`config.mk`:
```
export PLATFORM = sky130hd
export DESIGN_NAME = sseg_scan_controller
export DESIGN_NICKNAME = d
export VERILOG_FILES = /design/src/rtl/sseg_scan_controller.sv
export SDC_FILE = /design/constraint.sdc
export NUM_CORES = 1
export LEC_CHECK = 0
export CAP_MARGIN = 25
export CELL_PAD_IN_SITES_DETAIL_PLACEMENT = 0
export CELL_PAD_IN_SITES_GLOBAL_PLACEMENT = 1
export CORE_MARGIN = 2
export CORE_UTILIZATION = 41
export DETAILED_ROUTE_END_ITERATION = 6
export MAX_ROUTING_LAYER = met4
export PLACE_DENSITY = 0.79
export SLEW_MARGIN = 20
export SYNTH_ARGS = -nofsm -noshare
export SYNTH_HDL_FRONTEND = slang
export SYNTH_SLANG_ARGS = --single-unit
```
`constraint.sdc`:
```
create_clock -name clk -period 3.7 [get_ports clk]
set_input_delay 0.37 -clock clk [delete_from_list [all_inputs] [get_ports clk]]
set_output_delay 0.37 -clock clk [all_outputs]
set_load 0.01 [all_outputs]
```
`src/rtl/sseg_scan_controller.sv`:
```
// Scan controller for a multiplexed common-anode 7-segment display with frame-aligned loads.
// Optional leading-zero suppression is enabled by defining LEADING_ZERO_BLANK_EN.
module sseg_scan_controller #(
  parameter int unsigned N_DIGITS     = 8,
  parameter int unsigned REFRESH_DIV  = 100_000,
  parameter int unsigned BLANK_CYCLES = 4
) (
  input  logic                    clk,
  input  logic                    reset,
  input  logic [4*N_DIGITS-1:0]   value_in,
  input  logic [N_DIGITS-1:0]     dp_in,
  input  logic [N_DIGITS-1:0]     en_in,
  input  logic                    load_valid,
  output logic                    load_ready,
  output logic [N_DIGITS-1:0]     AN,
  output logic [6:0]              sseg,
  output logic                    DP,
  output logic                    frame_start
);

  localparam int unsigned PW = (REFRESH_DIV > 1) ? $clog2(REFRESH_DIV) : 1;
  localparam int unsigned IW = (N_DIGITS > 1) ? $clog2(N_DIGITS) : 1;
  localparam logic [PW-1:0] PrescLast = PW'(REFRESH_DIV - 1);
  localparam logic [IW-1:0] IdxLast   = IW'(N_DIGITS - 1);
  localparam logic [PW-1:0] BlankEnd  = PW'(BLANK_CYCLES);

  // Active-low g..a pattern for one hex nibble.
  function automatic logic [6:0] hex7(input logic [3:0] n);
    logic [6:0] s;
    unique case (n)
      4'h0: s = 7'h40;
      4'h1: s = 7'h79;
      4'h2: s = 7'h24;
      4'h3: s = 7'h30;
      4'h4: s = 7'h19;
      4'h5: s = 7'h12;
      4'h6: s = 7'h02;
      4'h7: s = 7'h78;
      4'h8: s = 7'h00;
      4'h9: s = 7'h10;
      4'hA: s = 7'h08;
      4'hB: s = 7'h03;
      4'hC: s = 7'h46;
      4'hD: s = 7'h21;
      4'hE: s = 7'h06;
      4'hF: s = 7'h0E;
    endcase
    return s;
  endfunction

  // Scan position
  logic [PW-1:0] presc_q, presc_d;
  logic [IW-1:0] idx_q, idx_d;
  logic          presc_last, idx_last, boundary;

  // Handshake and display content
  logic                  pending_q, pending_d;
  logic                  accept, commit;
  logic [4*N_DIGITS-1:0] stage_val_q, active_val_q;
  logic [N_DIGITS-1:0]   stage_dp_q, active_dp_q;
  logic [N_DIGITS-1:0]   stage_en_q, active_en_q;
  logic [N_DIGITS-1:0]   lz_mask_q;

  // Registered outputs
  logic [N_DIGITS-1:0] an_q, an_d;
  logic [6:0]          sseg_q, sseg_d;
  logic                dp_q, dp_d;
  logic                boundary_q, fs_q;

  always_comb begin
    presc_last = (presc_q == PrescLast);
    idx_last   = (idx_q == IdxLast);
    boundary   = presc_last && idx_last;
    presc_d    = presc_last ? '0 : presc_q + PW'(1);
    idx_d      = idx_q;
    if (presc_last) begin
      idx_d = idx_last ? '0 : idx_q + IW'(1);
    end
  end

  assign load_ready = ~pending_q;
  assign accept     = load_valid && ~pending_q;
  // Ready is the inverse of pending, so accept and commit are mutually exclusive.
  assign commit     = boundary && pending_q;

  always_comb begin
    pending_d = pending_q;
    if (accept) begin
      pending_d = 1'b1;
    end else if (commit) begin
      pending_d = 1'b0;
    end
  end

  always_ff @(posedge clk or posedge reset) begin
    if (reset) begin
      presc_q      <= '0;
      idx_q        <= '0;
      pending_q    <= 1'b0;
      stage_val_q  <= '0;
      stage_dp_q   <= '0;
      stage_en_q   <= '0;
      active_val_q <= '0;
      active_dp_q  <= '0;
      active_en_q  <= '0;
    end else begin
      presc_q   <= presc_d;
      idx_q     <= idx_d;
      pending_q <= pending_d;
      if (accept) begin
        stage_val_q <= value_in;
        stage_dp_q  <= dp_in;
        stage_en_q  <= en_in;
      end
      if (commit) begin
        active_val_q <= stage_val_q;
        active_dp_q  <= stage_dp_q;
        active_en_q  <= stage_en_q;
      end
    end
  end

`ifdef LEADING_ZERO_BLANK_EN
  logic [N_DIGITS-1:0] lz_mask_d;
  logic                zero_run;

  // Walk down from the top digit; disabled digits do not break a run of leading zeros.
  always_comb begin
    lz_mask_d = '0;
    zero_run  = 1'b1;
    for (int k = N_DIGITS - 1; k > 0; k--) begin
      if (stage_en_q[k]) begin
        zero_run = zero_run && (stage_val_q[4*k +: 4] == 4'h0);
      end
      lz_mask_d[k] = zero_run;
    end
  end

  always_ff @(posedge clk or posedge reset) begin
    if (reset) begin
      lz_mask_q <= '0;
    end else if (commit) begin
      lz_mask_q <= lz_mask_d;
    end
  end
`else
  assign lz_mask_q = '0;
`endif

  logic [3:0] cur_nib;
  logic       cur_dp;

  always_comb begin
    an_d    = '1;
    cur_nib = 4'h0;
    cur_dp  = 1'b0;
    for (int k = 0; k < N_DIGITS; k++) begin
      if (idx_q == IW'(k)) begin
        cur_nib = active_val_q[4*k +: 4];
        cur_dp  = active_dp_q[k];
        if ((presc_q >= BlankEnd) && active_en_q[k] && !lz_mask_q[k]) begin
          an_d[k] = 1'b0;
        end
      end
    end
    sseg_d = hex7(cur_nib);
    dp_d   = ~cur_dp;
  end

  // frame_start is delayed two stages from the boundary so it lines up with the
  // first registered output of the digit 0 slot.
  always_ff @(posedge clk or posedge reset) begin
    if (reset) begin
      an_q       <= '1;
      sseg_q     <= 7'h7F;
      dp_q       <= 1'b1;
      boundary_q <= 1'b0;
      fs_q       <= 1'b0;
    end else begin
      an_q       <= an_d;
      sseg_q     <= sseg_d;
      dp_q       <= dp_d;
      boundary_q <= boundary;
      fs_q       <= boundary_q;
    end
  end

  assign AN          = an_q;
  assign sseg        = sseg_q;
  assign DP          = dp_q;
  assign frame_start = fs_q;

endmodule

```
==> results of run 1 <==
worst paths after layout:
path	slack [ns]	startpoint	end	cells after the start
setup reg to reg	0.40	idx_q[2]	sseg[1]	11
hold reg to reg	0.35	boundary_q	frame_start	0
max in group asynchronous	2.43	reset	DP	3
min in group asynchronous	0.47	reset	stage_val_q[28]	2
setup / recovery	0.40	idx_q[2]	sseg[1]	11
hold / removal	0.35	boundary_q	frame_start	0
synth_stat cells (3+ instances only):
cell type,number,share of area [%]
dfrtp_1,119,51
mux2_2,87,17
nand2_1,27,1.7
inv_1,23,1.5
a21oi_1,18,1.5
dfstp_2,16,7.1
nor2_1,16,1.0
nand3_1,15,1.3
ha_1,14,3.0
o21ai_0,10,0.85
buf_2,9,0.77
mux2_4,9,2.3
xnor2_1,9,1.3
a221oi_1,5,0.74
nand3b_1,5,0.64
nand4_1,5,0.53
o22ai_1,5,0.53
xor2_1,5,0.74
and3_1,4,0.43
clkbuf_1,4,0.26
mux2i_1,4,0.68
a2bb2oi_1,3,0.45
buf_1,3,0.19
nor2b_1,3,0.32
nor3_1,3,0.26
nor4_1,3,0.32
area by class of cell:
type | count | share of cell area (%)
sequential | 135 | 45.7
clock inverter | 12 | 2.99
timing repair buffer | 74 | 10.1
inverter | 24 | 1.26
clock buffer | 20 | 6.14
multi-input combinational | 274 | 30.8
tap | 180 | 3.03
registers in the layout, summed over array words and instances, names as in the netlist:
signal / count
stage_val_q: 32
sseg: 7
active_en_q: 8
boundary_q: 1
AN: 8
pending_q: 1
stage_en_q: 8
presc_q: 17
DP: 1
active_val_q: 32
stage_dp_q: 8
frame_start: 1
idx_q: 3
active_dp_q: 8
power breakdown:
group	internal (µW)	total [µW]	switching [µW]
Combinational	99.1	151	52.1
Sequential	1550	1590	38.7
Clock	1300	1920	623
through the flow:
step,total power (µW),hold WS [ns]
final,3660,0.345
after CTS,3700,0.349
after global routing,3780,0.350
after detailed placement,1770,0.339
after floorplan,1680,0.331
after global placement,1760,0.335
logic make-up (layout without fill, tap and decap cells):
family          after synthesis  count (layout)
buf+inv                      44             130
xor+xnor                     14              14
flops                       135             135
mux                         100             100
simple gates                 93              93
fa+ha+maj                    14              14
compound gates               53              53
metal layers:
metal	up-vias	GRT usage, %
met5	-	-
met4	0	7.95
met3	22	4.21
met2	80	26.3
met1	1910	22.4
li1	1740	-
==> flow_summary.json, run 1 <==
{
  "power.leakage_uw": 0.00330,
  "fin_cells": 719,
  "max_stage_delay_ns": 0.59,
  "cts-root-buf": "clkbuf_16",
  "synth_compound_area_share_pct": 5.85,
  "rows": 43,
  "wl_met1_um": 5290,
  "slew_headroom_pct": 42.2,
  "overflow": 0,
  "drive_gt1_share_pct": 28.9,
  "clk_pin_slew_ns": 0.06,
  "fillers": 1155,
  "cp_cell_sequence": "clkinv_1 > ha_1 > or2_1 > a221oi_1 > o221ai_1 > o211ai_1 > inv_1 > ha_1 > inv_1 > mux2i_1 > a32o_1",
  "setup_viol": 0,
  "synthMuxAreaShare_pct": 19.6,
  "grt_max_degree": 63,
  "initialDrtViolationCount": 211,
  "drc_errors": 0,
  "ir_drop_mv": 0.329,
  "yosys_warnings": 0,
  "clk_latency_ns": 0.43,
  "clock_skew_ns": 0.0109,
  "cts_tree": "yes",
  "drtPass1Iterations": 4,
  "worst_pin_slew_ns": 0.865,
  "crit_path_start_kind": "flip-flop",
  "place_congestion": 0.886,
  "power_density_mw_per_mm2": 492,
  "initial_utilization_pct": 42.2,
  "rsz0062_at_grt": "false",
  "outcome": "completed",
  "ant_nets": 0,
  "min_period_ns": 3.30,
  "final_area_mm2": 0.00744,
  "wl_met3_um": 461,
  "multi_input_area_mm2": 0.00229,
  "drv_slew": 0,
  "hp-class": "reg -> reg",
  "syn_area_mm2": 0.00588,
  "final_cell_mix": "119 x dfrtp_1, 87 x mux2_2, 68 x clkdlybuf4s50_1",
  "yosys.area_share.simple_pct": 8.30,
  "grtUsageTotal_pct": 17.4,
  "cts_resized": 0,
  "finalHoldViolations": 0,
  "wl_per_cell_um": 16.2,
  "regArea_mm2": 0.00340,
  "pre_cts_ws_ns": 0.485,
  "path_buf_inv": 3,
  "synth_fp_nets": 518,
  "core_mm2": 0.0139,
  "tns_ns": 0,
  "period_share_pct": 89.2,
  "fmax_ghz": 0.303,
  "cp_slowest_cell": "dfrtp_1",
  "cts-buffers-inserted": 17,
  "ys_seq_area_share_pct": 57.8,
  "final_util_pct": 53.4,
  "synthXorXnorAreaFrac_pct": 2.08,
  "cp.required_ns": 4.05,
  "critPathKind": "reg -> reg",
  "vias": 3752,
  "synth_edf_count": 0,
  "antenna_found_initial": 0,
  "async_flop_share_pct": 100,
  "grt_pass1_wl_um": 19400,
  "antenna_cells": 0,
  "h-tree-depth": 4,
  "end_kind": "flip-flop",
  "grt_pass1_vias": 3798,
  "dieArea_mm2": 0.0153,
  "dp_cells": 687,
  "yosys_register_bits": 135,
  "layout_commonest_cell": "dfrtp_1",
  "synth_ff_type": "dfrtp_1",
  "fin_ws_ns": 0.400,
  "clock_tree.buffer_depth": 2,
  "top_layer": "met4",
  "synthCells": 453,
  "dr_wl_met2_um": 5630,
  "path_max_fanout": 13,
  "cp_top_family": "compound AO/OA/AOI/OAI gates",
  "viasPerCell": 5.22,
  "die-height_um": 124,
  "area_growth_pct": 26.5,
  "fp.dieW_um": 124,
  "synthAdderAreaFrac_pct": 2.98,
  "post_cts_buffers": 0,
  "port_buffers": 68,
  "clkSinkCount": 135,
  "boundaryPins": 69,
  "place_area_mm2": 0.00676,
  "nets": 591,
  "yosysUniqueCellTypes": 50,
  "synth.avg_cell_area_um2": 13.0,
  "routed_wl_um": 11600,
  "maxCapViolations": 0,
  "cts_hold_buf": 0,
  "synth_top_family_by_area": "multiplexers",
  "dpl.hpwl_um": 8050,
  "critPathArrivalTime_ns": 3.65
}
Note: power is estimated with default switching activity, not from simulation.
==> inputs of run 2 (changes only) <==
HOLD_SLACK_MARGIN = 0.1   (was unset)
==> results of run 2 <==
Same layout as run 1: the final DEF is identical, and so are final timing and power.
